--- src/rtl/mul_norm_shift_pipe.sv ---
// Normalisation shift-amount unit for the FP multiplier.
// Derives the mantissa left/right shift, the adjusted exponent and the
// tiny/sat/zero/ovf flags from the pre-normalisation exponent and the
// product leading-zero count, then carries the result through STAGES
// elastic valid/ready register slots.
module mul_norm_shift_pipe #(
  parameter int EXPO_W  = 8,
  parameter int MANT_W  = 23,
  parameter int ZERO_D  = 6,
  parameter int SAT_MAX = 2*MANT_W+1,
  parameter int STAGES  = 2
) (
  input  logic                clk,
  input  logic                rst_n,
  input  logic                in_valid,
  output logic                in_ready,
  input  logic [EXPO_W+1:0]   expo_1,
  input  logic [ZERO_D:0]     lzc,
  input  logic                ftz,
  output logic                out_valid,
  input  logic                out_ready,
  output logic [ZERO_D:0]     l_shift,
  output logic [ZERO_D:0]     r_shift,
  output logic [EXPO_W+1:0]   expo_out,
  output logic                tiny,
  output logic                sat,
  output logic                zero,
  output logic                ovf
);

  localparam int EW = EXPO_W + 2;
  localparam int SW = ZERO_D + 1;

  localparam logic signed [EW-1:0] ONE    = EW'(1);
  localparam logic signed [EW-1:0] OVF_TH = EW'((1 << EXPO_W) - 1);
  localparam logic [SW-1:0]        SAT_SW = SW'(SAT_MAX);
  localparam logic [EW:0]          SAT_RW = (EW+1)'(SAT_MAX);

  typedef struct packed {
    logic [SW-1:0] l_shift;
    logic [SW-1:0] r_shift;
    logic [EW-1:0] expo;
    logic          tiny;
    logic          sat;
    logic          zero;
    logic          ovf;
  } payload_t;

  logic signed [EW-1:0] e;
  logic signed [EW-1:0] lzc_s;
  logic signed [EW-1:0] e_m1;
  logic signed [EW-1:0] e_diff;
  logic signed [EW-1:0] expo_res;
  logic [EW:0]          raw;
  payload_t             res;

  logic [STAGES-1:0]    vld;
  payload_t             pl [STAGES];
  logic [STAGES-1:0]    rdy;

  // Combinational shift/exponent/flag computation for the incoming beat.
  // raw is one bit wider than the exponent so 1 - e cannot wrap for the
  // most negative exponent before the saturation compare.
  always_comb begin
    e        = expo_1;
    lzc_s    = signed'(EW'(lzc));
    e_m1     = e - ONE;
    e_diff   = e - lzc_s;
    raw      = (EW+1)'(1) - {e[EW-1], e};
    expo_res = '0;
    res      = '0;
    if (e >= ONE) begin
      res.l_shift = (lzc_s < e_m1) ? lzc : e_m1[SW-1:0];
      expo_res    = e - signed'(EW'(res.l_shift));
      res.tiny    = (e_diff < ONE);
    end else if (!ftz) begin
      res.sat     = (raw > SAT_RW);
      res.r_shift = res.sat ? SAT_SW : raw[SW-1:0];
      expo_res    = ONE;
      res.tiny    = 1'b1;
    end else begin
      res.r_shift = SAT_SW;
      expo_res    = '0;
      res.zero    = 1'b1;
      res.tiny    = 1'b1;
    end
    res.expo = expo_res;
    res.ovf  = (expo_res >= OVF_TH);
    if (res.ovf) begin
      res.tiny = 1'b0;
      res.sat  = 1'b0;
      res.zero = 1'b0;
    end
  end

  // Slot k may load when downstream can take a beat or any slot from k to
  // the output is empty; flattened to avoid a combinational chain on rdy.
  always_comb begin
    rdy = '0;
    for (int unsigned k = 0; k < STAGES; k++) begin
      rdy[k] = out_ready;
      for (int unsigned j = k; j < STAGES; j++) begin
        if (!vld[j]) rdy[k] = 1'b1;
      end
    end
  end

  // Elastic slot registers; payload only moves with a valid beat.
  always_ff @(posedge clk or negedge rst_n) begin
    if (!rst_n) begin
      vld <= '0;
      for (int unsigned k = 0; k < STAGES; k++) pl[k] <= '0;
    end else begin
      if (rdy[0]) begin
        vld[0] <= in_valid;
        if (in_valid) pl[0] <= res;
      end
      for (int unsigned k = 1; k < STAGES; k++) begin
        if (rdy[k]) begin
          vld[k] <= vld[k-1];
          if (vld[k-1]) pl[k] <= pl[k-1];
        end
      end
    end
  end

  assign in_ready  = rdy[0];
  assign out_valid = vld[STAGES-1];
  assign l_shift   = pl[STAGES-1].l_shift;
  assign r_shift   = pl[STAGES-1].r_shift;
  assign expo_out  = pl[STAGES-1].expo;
  assign tiny      = pl[STAGES-1].tiny;
  assign sat       = pl[STAGES-1].sat;
  assign zero      = pl[STAGES-1].zero;
  assign ovf       = pl[STAGES-1].ovf;

endmodule

--- config.mk ---
export PLATFORM = sky130hd
export DESIGN_NAME = mul_norm_shift_pipe
export DESIGN_NICKNAME = d
export VERILOG_FILES = /design/src/rtl/mul_norm_shift_pipe.sv
export SDC_FILE = /design/constraint.sdc
export NUM_CORES = 1
export LEC_CHECK = 0
export CAP_MARGIN = 20
export CORE_MARGIN = 4
export CORE_UTILIZATION = 58
export CTS_BUF_LIST = sky130_fd_sc_hd__clkbuf_8
export CTS_CLUSTER_SIZE = 14
export DETAILED_ROUTE_END_ITERATION = 10
export MAX_ROUTING_LAYER = met4
export PLACE_DENSITY = 0.83
export SYNTH_ARGS = -nofsm -noshare
export SYNTH_HDL_FRONTEND = slang
export SYNTH_SLANG_ARGS = --single-unit
--- constraint.sdc ---
create_clock -name clk -period 2.4 [get_ports clk]
set_clock_uncertainty 0.2 [all_clocks]
set_input_delay 0.24 -clock clk [delete_from_list [all_inputs] [get_ports clk]]
set_output_delay 0.24 -clock clk [all_outputs]
set_load 0.05 [all_outputs]
==> run_results.csv <==
group,metric,value,unit
grt,grt_most_used_layer,"met2",
cts,clock-sinks,58,
grt,grt_pass1_vias,3988,
drt,drtIter0Drc,511,
layout,nets,613,
logic_synthesis,synth.cells.most_frequent,"58 x dfrtp_1, 44 x o21ai_0, 43 x nand2_1",
logic_synthesis,syn-num-nets,472,
power,intPower,2582,uW
logic_synthesis,synth_top_area_share,36.65,%
flow_run,cap_viol_max_count,0,
power,p_leak,0.002724,uW
grt,grt_util_met1,34.04,%
floorplan,rows,29,
layout,area_delta_synth_final,51.72,%
grt,grt_pass1_wl,19800,um
cts,cts.path.max_buffers,2,
timing,period_share,199.8,%
power,pwr-share-clk,24.2,%
cts,cts_max_level,3,
timing,rsz0062_at_grt,"true",
timing,layout_setup_ws,-2396,ps
drt,viasPerCell,6.658,
timing,hold_violations,0,
timing,max_freq,0.2085,GHz
grt,antenna_found_initial,0,
power,p_seq_share,30.0,%
floorplan,start_util,60.97,%
timing,tightestPinTransition,790.3,ps
layout,num_antenna_cells,0,
worst_setup_path,cp-end-kind,"flip-flop",
grt,grtUsageMet3,5.000,%
logic_synthesis,synth-edff-count,0,
drt,drc,0,
floorplan,die_y,90.63,um
logic_synthesis,synthArstFlopShare,100.0,%
grt,gr-usage-all-layers,31.17,%
power,irDropWorstVdd,0.0004774,V
grt,overflow,0,
grt,use_met2,53.98,%
power,powerDensity,699.2,mW/mm^2
power,combPwrFrac,45.7,%
cts,root_buffer,"clkbuf_8",
logic_synthesis,syn_inst,426,
logic_synthesis,synth.most_common_cell,"dfrtp_1",
logic_synthesis,synth_warnings,0,
layout,seqCellArea,0.001453,mm^2
outcome,status,"finished with violations",
logic_synthesis,netlist_top_cells_area,"dfrtp_1 37%, mux2_2 8.2%, ha_1 7.0%",
floorplan,core,0.006495,mm^2
logic_synthesis,yosysSeqAreaShare,36.65,%
logic_synthesis,syn_area,0.003960,mm^2
layout,drive_gt1_share,44.06,%
cts,path_clk_slew,70,ps
logic_synthesis,yosys.area.top_type,"dfrtp_1",
grt,grt_start_max_net_pins,59,
floorplan,die_x,90.63,um
logic_synthesis,ys_ff_latch,58,
drt,drt_first_pass_iters,6,
logic_synthesis,ys_types,62,
drt,dr_total_vias,4321,
logic_synthesis,syn_area_per_cell,9.296,um^2
cts,cts_tree,"yes",
worst_setup_path,cp_data_arrival_time,4830,ps
power,switchingPower,1619,uW
place,routabilityCongestion,0.9565,
layout,fill_cells,217,
drt,wl,15610,um
timing,fin_tns_setup,-25900,ps
worst_setup_path,crit_type,"in -> reg",
place,hpwl,8541,um
worst_hold_path,hold_class,"reg -> reg",
power,p_sw_share,38.53,%
logic_synthesis,ys.flop_type,"dfrtp_1",
worst_setup_path,crit_required,2430,ps
cts,cts_made_buffers,9,
timing,fin_hold_ws,286.3,ps
worst_setup_path,cp-start-kind,"primary input",
worst_setup_path,cp_max_fo,4,
outcome,violations,"negative setup slack",
timing,finalSetupViolCount,22,
floorplan,die-area,0.008214,mm^2
layout,multi_input_area,0.002660,mm^2
floorplan,num_io_pins,52,
drt,drtAntennaViolNets,0,
timing,slew_violations,0,
timing,slew_headroom,47.31,%
place,port-buffer-count,51,
drt,wl_per_cell,24.05,um
cts,worstSkewPairLatency,340,ps
timing,period_minus_slack,4796,ps
-- flip-flops by register name, indices dropped and copies added, names as in the netlist --
register,flops
tiny,1
sat,1
vld,2
r_shift,7
expo_out,10
pl,28
l_shift,7
ovf,1
zero,1
-- kinds of logic (layout without fill, tap and decap cells) --
logic type	Yosys count	count (layout)	synth area share, %
and+or+nand+nor	127	127	16.37
AOI/OAI and AO/OA	104	104	17.22
buffers and inverters	63	209	8.625
DFF	58	58	36.65
muxes	33	33	9.384
adders and majority gates	25	25	8.215
xor gates and xnor gates	16	16	3.539
-- power groups by stage --
stage / combinational [uW] / sequential, uW / clock [uW]
finish: 1920 / 1260 / 1020
global route: 1990 / 1280 / 1060
CTS: 1710 / 1250 / 1000
detailed placement: 1540 / 1270 / 0
global placement: 1500 / 1250 / 0
floorplan: 1020 / 1300 / 0
-- final cells by class --
| class | count | share of cell area [%] |
|---|---|---|
| Tap cell | 77 | 1.603 |
| Clock inverter | 6 | 1.354 |
| Timing Repair Buffer | 173 | 24.89 |
| Inverter | 20 | 1.416 |
| Sequential cell | 58 | 24.18 |
| Multi-Input combinational cell | 305 | 44.27 |
| Clock buffer | 10 | 2.291 |
-- layer usage --
metal  wire (um)  vias up
met4        1190        0
met5           0        -
li1            -     1782
met1        5210     2046
met3        1475      133
met2        7731      360
-- placed cells by master, fill, tap and decap left out, types with 3 or more instances in the layout --
cell and instances:
and3_1 3, ha_4 6, nor2_1 20, buf_6 13
nor3_2 3, o21ai_1 10, buf_2 3, inv_1 16
xnor2_2 3, nor2b_1 5, xnor2_1 7, a21oi_2 3
clkdlybuf4s50_1 42, xor2_1 3, a31oi_1 3, or2_2 3
o21ai_0 21, nand2b_1 6, nand2_1 40, nor3_1 9
o21ai_2 10, o211ai_1 5, buf_4 107, ha_1 16
clkinvlp_4 3, o21ai_4 4, a22o_1 4, mux2_2 28
dfrtp_1 57, o21a_1 3, a21oi_1 10, mux2i_1 3
clkbuf_8 10, nand3_1 5
-- worst max-delay path: stages --
cell,delay (ps)
buf_8,100
clkinvlp_4,120
buf_6,120
ha_4,110
a21bo_4,240
or4_4,430
a32o_2,310
a221oi_4,430
o21ai_4,130
buf_6,160
buf_6,120
nand2_4,70
o21ai_4,70
buf_6,130
ha_4,210
a21oi_4,200
nor2b_1,80
o21ai_1,110
o211ai_1,160
buf_4,190
a31oi_4,230
a31oi_4,130
buf_6,160
nor3_1,230
o21ai_0,150
and3b_1,200
-- stage by stage --
stage | power (uW) | worst slack [ps] | utilization [%] | area (um^2) | std cells
after global routing | 4338 | -2535 | 92.51 | 6008 | 649
after floorplan | 2321 | -2210 | - | 4040 | 426
after CTS | 3965 | -2126 | 87.75 | 5699 | 641
after detailed placement | 2812 | -2933 | 78.21 | 5080 | 607
after global placement | 2755 | -2740 | 78.21 | 5080 | 607
final | 4201 | -2396 | 92.51 | 6008 | 649
-- final timing paths --
check | from | to | slack, ps | cells after the start
min in group asynchronous | rst_n | l_shift[1] | 380 | 3
max in group asynchronous | rst_n | vld[1] | 1100 | 3
setup / recovery | expo_1[1] | pl[28] | -2400 | 26
hold reg to reg | vld[0] | vld[1] | 290 | 1
setup reg to reg | vld[1] | pl[28] | 600 | 6
hold / removal | vld[0] | vld[1] | 290 | 1
-- what timing repair did --
action / 4_1_cts / 5_1_grt
hold buffers: 1 / 0
pin swaps: 37 / 27
cloned: 0 / 1
resized for setup: 87 / 57
setup endpoints to repair: 26 / 26
setup buffers: 18 / 11
hold endpoints to repair: 58 / 0
No activity file was read; power rests on OpenSTA's default activity.
